===== src/rtl/vend_dispenser.sv =====
// rtl/vend_dispenser.sv - product motor and coin ejector sequencer fed by a small request queue
module vend_dispenser #(
    parameter int FIFO_DEPTH    = 4,
    parameter int MOTOR_TIMEOUT = 16,
    parameter int EJECT_HIGH    = 2,
    parameter int EJECT_GAP     = 2
) (
    input  logic       clk,
    input  logic       rst,
    input  logic       vend_in,
    input  logic [1:0] change_in,
    input  logic       motor_done,
    output logic       motor_en,
    output logic       coin_eject,
    output logic       busy,
    output logic       full,
    output logic       overflow,
    output logic       fault,
    output logic [7:0] vend_cnt
);

    localparam int PW   = (FIFO_DEPTH > 1) ? $clog2(FIFO_DEPTH) : 1;
    localparam int OW   = $clog2(FIFO_DEPTH + 1);
    localparam int TM1  = (MOTOR_TIMEOUT > EJECT_HIGH) ? MOTOR_TIMEOUT : EJECT_HIGH;
    localparam int TMAX = (TM1 > EJECT_GAP) ? TM1 : EJECT_GAP;
    localparam int CW   = $clog2(TMAX + 1);

    typedef enum logic [2:0] {
        S_IDLE,
        S_MOTOR,
        S_EJ_ON,
        S_EJ_GAP,
        S_FAULT
    } state_t;

    state_t        state_q, state_d;
    logic [CW-1:0] phase_q, phase_d;
    logic [1:0]    coins_q, coins_d;
    logic [7:0]    vend_cnt_q, vend_cnt_d;
    logic [2:0]    fifo_q [FIFO_DEPTH];
    logic [2:0]    fifo_d [FIFO_DEPTH];
    logic [PW-1:0] wr_ptr_q, wr_ptr_d;
    logic [PW-1:0] rd_ptr_q, rd_ptr_d;
    logic [OW-1:0] occ_q, occ_d;
    logic          motor_en_q, motor_en_d;
    logic          coin_eject_q, coin_eject_d;
    logic          busy_q, busy_d;
    logic          full_q, full_d;
    logic          overflow_q, overflow_d;
    logic          fault_q, fault_d;

    logic          req;
    logic          push;
    logic          pop;
    logic [2:0]    head;

    // Queue side: admission decisions use only registered full/fault.
    always_comb begin
        req      = vend_in | (change_in != 2'd0);
        push     = req & ~full_q & ~fault_q;
        head     = fifo_q[rd_ptr_q];
        fifo_d   = fifo_q;
        wr_ptr_d = wr_ptr_q;
        rd_ptr_d = rd_ptr_q;
        if (push) begin
            fifo_d[wr_ptr_q] = {vend_in, change_in};
            wr_ptr_d         = wr_ptr_q + PW'(1);
        end
        if (pop) begin
            rd_ptr_d = rd_ptr_q + PW'(1);
        end
        case ({push, pop})
            2'b10:   occ_d = occ_q + OW'(1);
            2'b01:   occ_d = occ_q - OW'(1);
            default: occ_d = occ_q;
        endcase
    end

    always_comb begin
        state_d    = state_q;
        phase_d    = phase_q;
        coins_d    = coins_q;
        vend_cnt_d = vend_cnt_q;
        pop        = 1'b0;
        case (state_q)
            S_IDLE: begin
                if (occ_q != '0) begin
                    pop     = 1'b1;
                    coins_d = head[1:0];
                    phase_d = '0;
                    state_d = head[2] ? S_MOTOR : S_EJ_ON;
                end
            end
            S_MOTOR: begin
                if (motor_done) begin
                    vend_cnt_d = vend_cnt_q + 8'd1;
                    phase_d    = '0;
                    state_d    = (coins_q != 2'd0) ? S_EJ_ON : S_IDLE;
                end else if (phase_q == CW'(MOTOR_TIMEOUT - 1)) begin
                    state_d = S_FAULT;
                end else begin
                    phase_d = phase_q + CW'(1);
                end
            end
            S_EJ_ON: begin
                if (phase_q == CW'(EJECT_HIGH - 1)) begin
                    phase_d = '0;
                    coins_d = coins_q - 2'd1;
                    state_d = S_EJ_GAP;
                end else begin
                    phase_d = phase_q + CW'(1);
                end
            end
            S_EJ_GAP: begin
                if (phase_q == CW'(EJECT_GAP - 1)) begin
                    phase_d = '0;
                    state_d = (coins_q != 2'd0) ? S_EJ_ON : S_IDLE;
                end else begin
                    phase_d = phase_q + CW'(1);
                end
            end
            S_FAULT: state_d = S_FAULT;
            default: state_d = S_IDLE;
        endcase
    end

    // Outputs are registered from next-state so the first drive appears right after the pop edge.
    always_comb begin
        motor_en_d   = (state_d == S_MOTOR);
        coin_eject_d = (state_d == S_EJ_ON);
        busy_d       = (state_d != S_IDLE) || (occ_d != '0);
        full_d       = (occ_d == OW'(FIFO_DEPTH));
        fault_d      = (state_d == S_FAULT);
        overflow_d   = overflow_q | (req & (full_q | fault_q));
    end

    always_ff @(posedge clk) begin
        if (rst) begin
            state_q      <= S_IDLE;
            phase_q      <= '0;
            coins_q      <= '0;
            vend_cnt_q   <= '0;
            for (int i = 0; i < FIFO_DEPTH; i++) fifo_q[i] <= '0;
            wr_ptr_q     <= '0;
            rd_ptr_q     <= '0;
            occ_q        <= '0;
            motor_en_q   <= 1'b0;
            coin_eject_q <= 1'b0;
            busy_q       <= 1'b0;
            full_q       <= 1'b0;
            overflow_q   <= 1'b0;
            fault_q      <= 1'b0;
        end else begin
            state_q      <= state_d;
            phase_q      <= phase_d;
            coins_q      <= coins_d;
            vend_cnt_q   <= vend_cnt_d;
            fifo_q       <= fifo_d;
            wr_ptr_q     <= wr_ptr_d;
            rd_ptr_q     <= rd_ptr_d;
            occ_q        <= occ_d;
            motor_en_q   <= motor_en_d;
            coin_eject_q <= coin_eject_d;
            busy_q       <= busy_d;
            full_q       <= full_d;
            overflow_q   <= overflow_d;
            fault_q      <= fault_d;
        end
    end

    assign motor_en   = motor_en_q;
    assign coin_eject = coin_eject_q;
    assign busy       = busy_q;
    assign full       = full_q;
    assign overflow   = overflow_q;
    assign fault      = fault_q;
    assign vend_cnt   = vend_cnt_q;

endmodule


===== config.mk =====
export PLATFORM = sky130hd
export DESIGN_NAME = vend_dispenser
export DESIGN_NICKNAME = d
export VERILOG_FILES = /design/src/rtl/vend_dispenser.sv
export SDC_FILE = /design/constraint.sdc
export NUM_CORES = 1
export LEC_CHECK = 0
export BUFFER_PORTS_ARGS = -buffer_cell sky130_fd_sc_hd__buf_2
export CAP_MARGIN = 20
export CORE_ASPECT_RATIO = 2
export CORE_MARGIN = 2
export CORE_UTILIZATION = 46
export CTS_CLUSTER_SIZE = 8
export DETAILED_ROUTE_END_ITERATION = 16
export PLACE_DENSITY = 0.76
export REMOVE_ABC_BUFFERS = 1
export SYNTH_ARGS = -nofsm -noshare
export SYNTH_HDL_FRONTEND = slang
export SYNTH_SLANG_ARGS = --single-unit

===== constraint.sdc =====
create_clock -name clk -period 2.2 [get_ports clk]
set_input_delay 0.22 -clock clk [delete_from_list [all_inputs] [get_ports clk]]
set_output_delay 0.22 -clock clk [all_outputs]
set_load 0.02 [all_outputs]

==> results.yml <==
min_path:
  min_delay_path_depth: 4
  hp-start: "vend_in"
  holdPathEnd: "fifo_q[11]"
  hp-class: "in -> reg"
worst_setup_path:
  crit_slowest_cell: "fa_1"
  r2r_end: "busy"
  crit_path_max_incr_delay_ns: 0.46
  cp_max_fo: 2
  required_ns: 2.35
  r2r_slack_ns: 0.09
  r2r_cells: 9
  crit_chain: "nor3_2 > and2_4 > ha_2 > inv_1 > fa_1 > nor2b_2 > a22oi_2 > nor3_1 > a31oi_1"
  worstReg2RegStart: "state_q[2]"
  end_kind: "register"
  cp_data_arrival_time_ns: 2.26
  path_class: "reg -> reg"
  startpoint_type: "register"
timing:
  drv_slew: 0
  period_needed_ns: 2.11
  max_freq_mhz: 475
  period_share: 0.958
  finClkSkew_ns: 0.00253
  setup_tns_ns: 0
  whs_ns: 0.325
  worst_slew_pin_slew_ns: 0.719
  hold_viol_final: 0
  setup_ws_ns: 0.0934
  maxSlewHeadroom: 0.521
  setup_violations: 0
detailed_routing:
  drc: 0
  wl_per_cell_um: 13.8
  ant_nets: 0
  drt_wl_total_um: 4380
  dr.pass1.iters: 4
  drt_iter0_drc: 28
  via_count: 1707
  via_per_inst: 5.38
synthesis:
  async_reset_ff_frac: 0
  synth.most_common_cell: "dfxtp_1"
  synth_top_area_frac: 0.402
  avgSynthCellArea_um2: 9.39
  ys_ff_latch: 43
  yosysSeqAreaShare: 0.402
  synth_area_leaders: "dfxtp_1 (40%), ha_1 (5.8%), nor2_1 (4.6%), nand3_1 (4.4%), a21oi_1 (4.0%)"
  synth.top_cells.by_count: "dfxtp_1 (43), nor2_1 (26), nand3_1 (19)"
  synth_cell_types: 46
  synth.largest_area_cell: "dfxtp_1"
  synth_top_flop_cell: "dfxtp_1"
  synthCells: 228
  synth_warnings: 0
  synth_edf_count: 0
  syn-cell-area_um2: 2140
power_and_ir_drop:
  seqPwrFrac: 0.356
  netSwitchingFraction: 0.378
  powerDensity_nw_per_um2: 1190
  irDropWorstVdd_v: 0.000739
  power_frac_comb: 0.481
  p_leak_uw: 0.00102
  p_int_uw: 1830
  p_sw_uw: 1110
  clock_power_share: 0.163
clock_network:
  cts_tree: "done"
  insertion_delay_ns: 0.29
  cts_buffers: 5
  htreeDepth: 2
  cts.sinks: 43
  cts.path.max_buffers: 2
  cts.clk_slew.worst_paths_ns: 0.08
  root_buffer: "clkbuf_8"
die:
  ios: 20
  die_x_um: 52.3
  dieHeight_um: 101
  core-area_um2: 4550
  fp-row-count: 35
  dieArea_um2: 5250
  start_util: 0.470
cells_and_area:
  final_nets: 278
  fill_cells: 433
  fin_cells: 317
  syn_to_final_growth_pct: 15.4
  layout-drive-gt1-share: 0.233
  finish.utilization: 0.543
  diodes: 0
place:
  port_buffers: 19
  gp_congestion: 0.891
  dp_hpwl_um: 3330
  placed_cells: 309
  place_ws_ns: -0.000455
global_route:
  overflow: 0
  grt_util_all_layers: 0.190
  grt_start_max_net_pins: 41
  grt_pass1_wl_um: 7490
  grt_pass1_vias: 1695
  antenna_found_initial: 0
job:
  max-cap-violations: 0
outcome:
  status: "finished, final reports clean"
stage by stage:
stage,area [um^2],power (uW)
finish,2470,2940
global route,2470,3170
CTS,2450,2910
detailed placement,2370,2430
global placement,2370,2390
floorplan,2070,2010
layout by cell type (no fill, tap or decap), drive strengths merged, types with 7 or more instances in the layout:
cell / netlist / routed
ha: 10 / 10
dfxtp: 43 / 43
nand2: 18 / 18
buf: 5 / 37
a21oi: 17 / 17
nor2: 26 / 26
xor2: 9 / 9
clkbuf: 6 / 7
inv: 12 / 12
nand3: 19 / 19
how the worst max path moves through the flow:
stage               slack [ns]  startpoint    to  cells past startpoint
finish                    0.09  state_q[2]  busy                      9
global route             -0.04  state_q[2]  busy                      9
CTS                       0.04  state_q[2]  busy                      9
detailed placement     -0.0005     vend_in  busy                     10
global placement          0.05     vend_in  busy                     10
floorplan                -0.34       fault  busy                      9
state kept, by name, summed over array words and instances (netlist names):
register and count:
vend_cnt 8, motor_en 1, occ_q 3, fifo_q 12, coins_q 2, state_q 3
rd_ptr_q 2, phase_q 5, coin_eject 1, overflow 1, full 1, wr_ptr_q 2
fault 1, busy 1
kinds of logic after synthesis:
family | synth area share
mux | 0.0491
simple gates | 0.239
flops | 0.402
compound gates | 0.127
buf+inv | 0.0531
fa+ha+maj | 0.0678
xor+xnor | 0.0613
worst max-delay path: cells and delay by family (launching register included):
family | cells | cell delay, ns
DFF | 1 | 0.33
buffers and inverters | 1 | 0.05
AOI/OAI and AO/OA | 2 | 0.17
and+or+nand+nor | 4 | 0.79
adders and majority gates | 2 | 0.63
area by class of cell:
type                    instances  area [um^2]  area share
multi-input cells             162         1180       0.479
well taps                      55         68.8      0.0278
inverters                      12         45.0      0.0182
clock inverters                 1         5.00     0.00202
repair buffers                 37          230      0.0931
clock buffers                   7         76.3      0.0309
flip-flops and latches         43          862       0.349
timing repair:
item | CTS | global route
gates resized for setup | 0 | 6
setup buffers | 0 | 0
endpoints found under the setup margin | 0 | 2
hold buffers | 0 | 0
power groups by stage:
stage,sequential (uW),combinational (uW),clock (uW)
finish,1050,1420,479
global route,1070,1580,524
CTS,1050,1370,492
detailed placement,1060,1360,0
global placement,1060,1340,0
floorplan,1110,902,0
metal layers:
metal | up-vias | share of wire | GRT usage
met5 | - | 0 | 0
met4 | 0 | 0.039 | 0.126
met3 | 11 | 0.022 | 0.0252
met2 | 27 | 0.58 | 0.346
met1 | 810 | 0.36 | 0.190
li1 | 859 | - | -
No activity file was read; power rests on OpenSTA's default activity.
